## src/rtl/div_32_iter.sv

```systemverilog
// Iterative signed divider: restoring algorithm, one quotient bit per cycle.
// Returns quotient only (truncated toward zero); flags divide-by-zero in a single cycle.
module div_32_iter #(
  parameter int unsigned WIDTH = 32
) (
  input  logic             clock,
  input  logic             reset_n,
  input  logic             ctrl_div,
  input  logic [WIDTH-1:0] data_operandA,
  input  logic [WIDTH-1:0] data_operandB,
  output logic [WIDTH-1:0] data_result,
  output logic             data_exception,
  output logic             data_resultRDY,
  output logic             busy
);

  localparam int unsigned CW = $clog2(WIDTH + 1);

  localparam logic [1:0] S_IDLE = 2'd0;
  localparam logic [1:0] S_RUN  = 2'd1;
  localparam logic [1:0] S_FIX  = 2'd2;
  localparam logic [1:0] S_DONE = 2'd3;

  logic [1:0]       state_q,  state_d;
  logic [WIDTH-1:0] quo_q,    quo_d;
  logic [WIDTH-1:0] b_q,      b_d;
  logic [WIDTH-1:0] rem_q,    rem_d;
  logic [CW-1:0]    count_q,  count_d;
  logic             sign_q,   sign_d;
  logic [WIDTH-1:0] result_q, result_d;
  logic             exc_q,    exc_d;
  logic             rdy_q,    rdy_d;
  logic             busy_q,   busy_d;

  logic [WIDTH-1:0] a_abs_c;
  logic [WIDTH-1:0] b_abs_c;
  logic [WIDTH:0]   rem_sh_c;
  logic [WIDTH:0]   trial_c;

  // Magnitudes fit unsigned WIDTH bits, including -2^(WIDTH-1)
  always_comb begin
    a_abs_c = data_operandA[WIDTH-1] ? (~data_operandA + WIDTH'(1)) : data_operandA;
    b_abs_c = data_operandB[WIDTH-1] ? (~data_operandB + WIDTH'(1)) : data_operandB;
    rem_sh_c = {rem_q, quo_q[WIDTH-1]};
    trial_c  = rem_sh_c - {1'b0, b_q};
  end

  always_ff @(posedge clock or negedge reset_n) begin
    if (!reset_n) begin
      state_q  <= S_IDLE;
      quo_q    <= '0;
      b_q      <= '0;
      rem_q    <= '0;
      count_q  <= '0;
      sign_q   <= 1'b0;
      result_q <= '0;
      exc_q    <= 1'b0;
      rdy_q    <= 1'b0;
      busy_q   <= 1'b0;
    end else begin
      state_q  <= state_d;
      quo_q    <= quo_d;
      b_q      <= b_d;
      rem_q    <= rem_d;
      count_q  <= count_d;
      sign_q   <= sign_d;
      result_q <= result_d;
      exc_q    <= exc_d;
      rdy_q    <= rdy_d;
      busy_q   <= busy_d;
    end
  end

  always_comb begin
    state_d  = state_q;
    quo_d    = quo_q;
    b_d      = b_q;
    rem_d    = rem_q;
    count_d  = count_q;
    sign_d   = sign_q;
    result_d = result_q;
    exc_d    = exc_q;
    rdy_d    = 1'b0;
    busy_d   = busy_q;

    case (state_q)
      S_IDLE, S_DONE: begin
        if (ctrl_div) begin
          quo_d   = a_abs_c;
          b_d     = b_abs_c;
          sign_d  = data_operandA[WIDTH-1] ^ data_operandB[WIDTH-1];
          rem_d   = '0;
          count_d = '0;
          if (data_operandB == '0) begin
            state_d  = S_DONE;
            result_d = '0;
            exc_d    = 1'b1;
            rdy_d    = 1'b1;
          end else begin
            state_d = S_RUN;
            busy_d  = 1'b1;
          end
        end
      end
      S_RUN: begin
        // Restore when the trial subtraction goes negative
        rem_d   = trial_c[WIDTH] ? rem_sh_c[WIDTH-1:0] : trial_c[WIDTH-1:0];
        quo_d   = {quo_q[WIDTH-2:0], ~trial_c[WIDTH]};
        count_d = count_q + CW'(1);
        if (count_q == CW'(WIDTH - 1)) state_d = S_FIX;
      end
      S_FIX: begin
        result_d = sign_q ? (~quo_q + WIDTH'(1)) : quo_q;
        exc_d    = 1'b0;
        rdy_d    = 1'b1;
        busy_d   = 1'b0;
        state_d  = S_DONE;
      end
      default: state_d = S_IDLE;
    endcase
  end

  assign data_result    = result_q;
  assign data_exception = exc_q;
  assign data_resultRDY = rdy_q;
  assign busy           = busy_q;

endmodule

```

## config.mk

```make
export PLATFORM = sky130hd
export DESIGN_NAME = div_32_iter
export DESIGN_NICKNAME = d
export VERILOG_FILES = /design/src/rtl/div_32_iter.sv
export SDC_FILE = /design/constraint.sdc
export NUM_CORES = 1
export LEC_CHECK = 0
export ABC_AREA = 1
export CAP_MARGIN = 5
export CORE_MARGIN = 10
export CORE_UTILIZATION = 27
export CTS_BUF_LIST = sky130_fd_sc_hd__clkbuf_4
export DETAILED_ROUTE_END_ITERATION = 10
export PLACE_DENSITY = 0.45
export SLEW_MARGIN = 20
export SYNTH_ARGS = -nofsm -noshare
export SYNTH_HDL_FRONTEND = slang
export SYNTH_SLANG_ARGS = --single-unit
export TNS_END_PERCENT = 1
```

## constraint.sdc

```tcl
create_clock -name clock -period 3 [get_ports clock]
set_input_delay 0.6 -clock clock [delete_from_list [all_inputs] [get_ports clock]]
set_output_delay 0.6 -clock clock [all_outputs]
set_load 0.01 [all_outputs]
```

# ---- Word-level counts from Yosys, hierarchy flattened
# Cells that the tools add are included.
# Widths: inputs -> output; s select.
dict set report word_totals {
  elab_cells 64
  inputBits 67
  out_inout_bits 35
  reg_bits 140
}
dict set report op_classes {
  reduce_logical 10
  eq_ne 8
  muxes 26
  addsub 5
  bitwise_logic 5
}
# op count
set op_table {}
lappend op_table {{$mux 32} 8}
lappend op_table {{$pmux 32 s2} 3}
lappend op_table {{$add 32x1->32 const B} 3}
lappend op_table {{$not 32->32} 3}
lappend op_table {{$sub 33x32->33} 1}
lappend op_table {{$logic_not 32->1} 1}
lappend op_table {{$pmux 6 s2} 1}
lappend op_table {{$ne 2x2->1 const B} 4}
lappend op_table {{$add 6x1->6 const B} 1}
lappend op_table {{$eq 6x5->1 const B} 1}
lappend op_table {{$mux 1} 6}
lappend op_table {{$mux 2} 3}
lappend op_table {{$mux 6} 1}
lappend op_table {{$pmux 1 s2} 3}
lappend op_table {{$pmux 2 s3} 1}
lappend op_table {{$reduce_and 2->1} 3}
lappend op_table {{$reduce_and 3->1} 2}
lappend op_table {{$eq 2x2->1 const B} 2}
lappend op_table {{$reduce_bool 2->1} 2}
lappend op_table {{$eq 2x1->1 const B} 1}
lappend op_table {{$logic_not 2->1} 1}
lappend op_table {{$reduce_or 2->1} 1}
lappend op_table {{$not 1->1} 1}
lappend op_table {{$xor 1x1->1} 1}

# ---- Depth between registers and ports, before layout
dict set report logic_depth {
  ltp_word 5
  depth_mapped 18
  depth_no_buf 18
}

# ---- Worst setup path after synthesis
# Ideal clock, no wire load.
dict set report synth_timing {
  path_type {register -> register}
  from {register quo_q[31]}
  to {register quo_q[0]}
  setup_ps 131
  path_slack_ps 718
  stages_incl_launch_ff 18
  required_time_ps 2869
  n_path_buf 1
  arrival_ps 2151
  period_less_slack_ps 2282
  path_cell_list {dfrtp_1 > inv_1 > ha_1 > inv_1 > fa_1 > nand2_1 > nand2_1 > nand3_1 > nand2_1 > nand2_1 > nand2_2 > nand2_4 > nand2_4 > nand2_4 > nand2_8 > buf_12 > nor2_2 > o22ai_2}
}
dict set report synth_via {
  elab_chain_cells 3
}
# item line_no
set synth_rtl {}
lappend synth_rtl {{from (decl)} 25} ;# logic [WIDTH-1:0] quo_q, quo_d;
lappend synth_rtl {{from (signal assigned)} 62} ;# quo_q <= quo_d;
lappend synth_rtl {{$sub 33x32->33} 45} ;# trial_c = rem_sh_c - {1'b0, b_q};
lappend synth_rtl {{$not 1->1} 108} ;# quo_d = {quo_q[WIDTH-2:0], ~trial_c[WIDTH]};
lappend synth_rtl {{$pmux 32 s2} 86} ;# case (state_q)
# No other way between the ends.
# A chain may end at the register's enable or synchronous reset.

# ---- Worst setup path after layout
dict set report layout_timing {
  from {register quo_q[31]}
  to {register rem_q[22]}
}
dict set report layout_via {
  elab_chain_cells 3
}
# item line_no
set layout_rtl {}
lappend layout_rtl {{$sub 33x32->33} 45}
lappend layout_rtl {{$mux 32} 107} ;# rem_d = trial_c[WIDTH] ? rem_sh_c[WIDTH-1:0] : trial_c[WIDTH-1:0];
lappend layout_rtl {{$pmux 32 s2} 86}
lappend layout_rtl {{to (signal assigned)} 64} ;# rem_q <= rem_d;
lappend layout_rtl {{to (decl)} 27} ;# logic [WIDTH-1:0] rem_q, rem_d;
# No other way between the ends.

==> results.yml <==
global_routing:
  first_pass_grt_wire_length_um: 59500
  grt_antenna_before_repair: 1
  global_route.overflow_total: 0
  global_route.peak_usage_layer: "met2"
  grt.met1_usage: 0.193
  global_route.usage.met2: 0.248
  grtUsageTotal: 0.147
  gr-usage-met3: 0.0266
  grt_max_degree: 67
  vias_in_the_first_global_route: 10900
run:
  cap_violations: 0
critical_path:
  critical_path_fanouts_max: 32
  critical_path_class: "reg -> reg"
  end_kind: "flop"
  worstRegToRegCells: 16
  crit_path_start_kind: "flop"
  worst-r2r-setup-slack_ps: 260
  worst-endpoint-arrival_ps: 3250
  worst-endpoint-required_ps: 3510
  rr_startpoint: "quo_q[31]"
  timing.rr.end: "rem_q[22]"
power_and_ir_drop:
  static-leakage-power_uw: 0.00688
  pwr-share-seq: 0.236
  power.switching_fraction: 0.549
  power_density_mw_per_mm2: 1040
  combinationalPowerShare: 0.673
  ir_drop_mv: 0.507
  p_total_uw: 13900
  clkPwrFrac: 0.091
  int_pwr_uw: 6270
  power.switching_uw: 7650
timing:
  timing_hold_violations_final: 0
  fmax_ghz: 0.365
  maxSlewHeadroom: 0.606
  setup_viols_final: 0
  clock_skew_ps: 34.4
  finalHoldWorstSlack_ps: 480
  report.final.slew_viol_count: 0
  timing_worst_slew_pin_value_ps: 587
  fin_crit_sh: 0.913
  grt_setup_unrepaired: "no"
  final.min_clock_period_ps: 2740
  fin_tns_setup_ps: 0
cells_and_area:
  mostFrequentLayoutCell: "nand2_1"
  nFillCells: 4689
  fraction_of_layout_instances_using_a_drive_strength_above_1: 0.0731
  area_occupied_by_multi_input_gates_mm2: 0.00657
  final-seq-area_mm2: 0.00350
  final_cell_mix: "563 x nand2_1, 282 x inv_1, 145 x nor2_1"
  syn_to_final_growth_pct: 16.8
  final_net_count: 1981
  fin_util: 0.318
floorplan:
  die_area_mm2: 0.0510
  fp.dieW_um: 226
  ioPinCount: 102
  floorplan.rows: 75
  dieHeight_um: 226
  core_area_mm2: 0.0419
  floorplan.initialDensity: 0.273
logic_synthesis:
  seq_area_frac_synth: 0.306
  ys.flop_type: "dfrtp_1"
  biggest_area_consumer_among_synthesized_cells: "dfrtp_1"
  post_synth_inst_count: 1775
  ys_types: 55
  synth-edff-count: 0
  postSynthRegisterBits: 140
  postSynthNetCount: 1882
  synthesis.yosys.warnings: 0
  synth.cell_area_mm2: 0.0114
  syn-mean-instance-area_um2: 6.44
  synth_top_area_share: 0.306
  synthTopCellsByArea: "dfrtp_1 31%, nand2_1 18%, inv_1 9.3%, nand3_1 5.1%, nor2_1 4.8%"
  ys_async_sr_fraction: 1.00
clock_network:
  cts_post_setup_buffers_inserted: 0
  clk_transition_reported_paths_ps: 150
  clock_sink_count: 140
  max_root_sink_buffers: 2
  cts-root-buf: "clkbuf_4"
  cts_tree: "built"
  htree_num_levels: 4
  post_cts_sizing_count: 0
  cts_made_buffers: 17
  cts-hold-fix-buffers: 1
  clock_insertion_delay_worst_skew_ps: 620
hold_path:
  worstHoldPathType: "in -> async"
placement:
  gp_routability_congestion: 0.888
  dp_hpwl_um: 29300
  port-buffer-count: 101
drt:
  post_drt_via_cell_ratio: 4.51
  dr.first_iter.drc_count: 633
  route.detailed.drc: 0
  routed_wire_length_per_instance_um: 15.2
  ant_nets: 0
  route.vias.total: 10900
  final_routed_wirelength_um: 36900
  detail_route.first_pass.iterations: 5
outcome:
  outcome: "complete, no violations"
[power by group through the flow]
stage / sequential (uW) / combinational (uW) / clock (uW)
2_1_floorplan: 3230 / 6870 / 0
6_report: 3280 / 9370 / 1270
5_1_grt: 3400 / 10700 / 1420
3_5_place_dp: 3320 / 9410 / 0
3_3_place_gp: 3320 / 9380 / 0
4_1_cts: 3290 / 9460 / 1360
[cell usage after synthesis, types with 2 or more instances]
library cell / instances
nand2_1: 563
inv_1: 282
nor2_1: 146
dfrtp_1: 140
nand3_1: 117
o21ai_0: 93
xor2_1: 58
a21oi_1: 56
o21ai_1: 49
ha_1: 39
clkbuf_1: 33
nand2_2: 24
nand3_2: 20
xnor2_1: 19
nand4_1: 18
nor3_1: 18
inv_2: 12
o211ai_1: 12
nand3b_1: 8
nor2_2: 6
nand2_4: 5
buf_2: 4
or2_2: 4
buf_4: 3
buf_6: 3
nor4_1: 3
o31ai_1: 3
a22o_1: 2
a31oi_1: 2
and2_1: 2
buf_12: 2
clkinv_1: 2
nor3_2: 2
nor3b_1: 2
o21bai_1: 2
o22ai_1: 2
[critical path: stages, from the launching register on]
cell and delay, ps:
dfrtp_1 440, inv_1 120, ha_1 160, inv_1 80, fa_1 390, nand2_1 80
nand2_1 60, nand3_1 90, nand2_1 130, nand2_1 100, nand2_2 110, nand2_4 130
nand3_2 90, nand2_4 350, nand2_1 120, nand3_2 90, nand2_1 50
[per-layer routing]
| metal | share of wire | up-vias | wire length (um) |
|---|---|---|---|
| li1 | - | 5763 | - |
| met1 | 0.48 | 5008 | 17800 |
| met2 | 0.47 | 154 | 17300 |
| met3 | 0.037 | 24 | 1380 |
| met4 | 0.011 | 0 | 412 |
| met5 | 0 | - | 0 |
[flip-flops by register name, indices dropped and copies added, names as in the netlist]
name,flops
b_q,32
data_result,32
quo_q,32
rem_q,32
count_q,6
state_q,2
busy,1
data_exception,1
data_resultRDY,1
sign_q,1
[cell type report]
type / instances / area share
clock inverter: 15 / 0.0102
clock buffer: 17 / 0.00955
timing repair buffer: 127 / 0.0925
inverter: 296 / 0.0832
multi-input combinational: 1292 / 0.492
sequential: 140 / 0.262
antenna: 1 / 0.000187
tap: 539 / 0.0505
[through the flow]
stage	instance area [um^2]	cells	worst slack, ps
3_3_place_gp	13100	2393	247
5_1_grt	13400	2427	15.5
3_5_place_dp	13100	2393	238
2_1_floorplan	11400	1775	718
4_1_cts	13400	2426	210
6_report	13400	2427	260
[cells by family after synthesis]
kind of cell,count (synthesis),synth area share
fa+ha+maj,40,0.0444
xor+xnor,77,0.0590
buf+inv,343,0.120
flops,140,0.306
compound gates,230,0.109
simple gates,945,0.361
[worst max path at each step]
stage | from | to | slack [ps] | cells past startpoint
after CTS | quo_q[31] | rem_q[28] | 210 | 16
after global placement | data_operandB[13] | data_result[0] | 250 | 12
after global routing | quo_q[31] | rem_q[6] | 20 | 16
after floorplan | quo_q[31] | quo_q[0] | 720 | 17
final | quo_q[31] | rem_q[22] | 260 | 16
after detailed placement | data_operandB[11] | data_result[0] | 240 | 12
No activity file was read; power rests on OpenSTA's default activity.
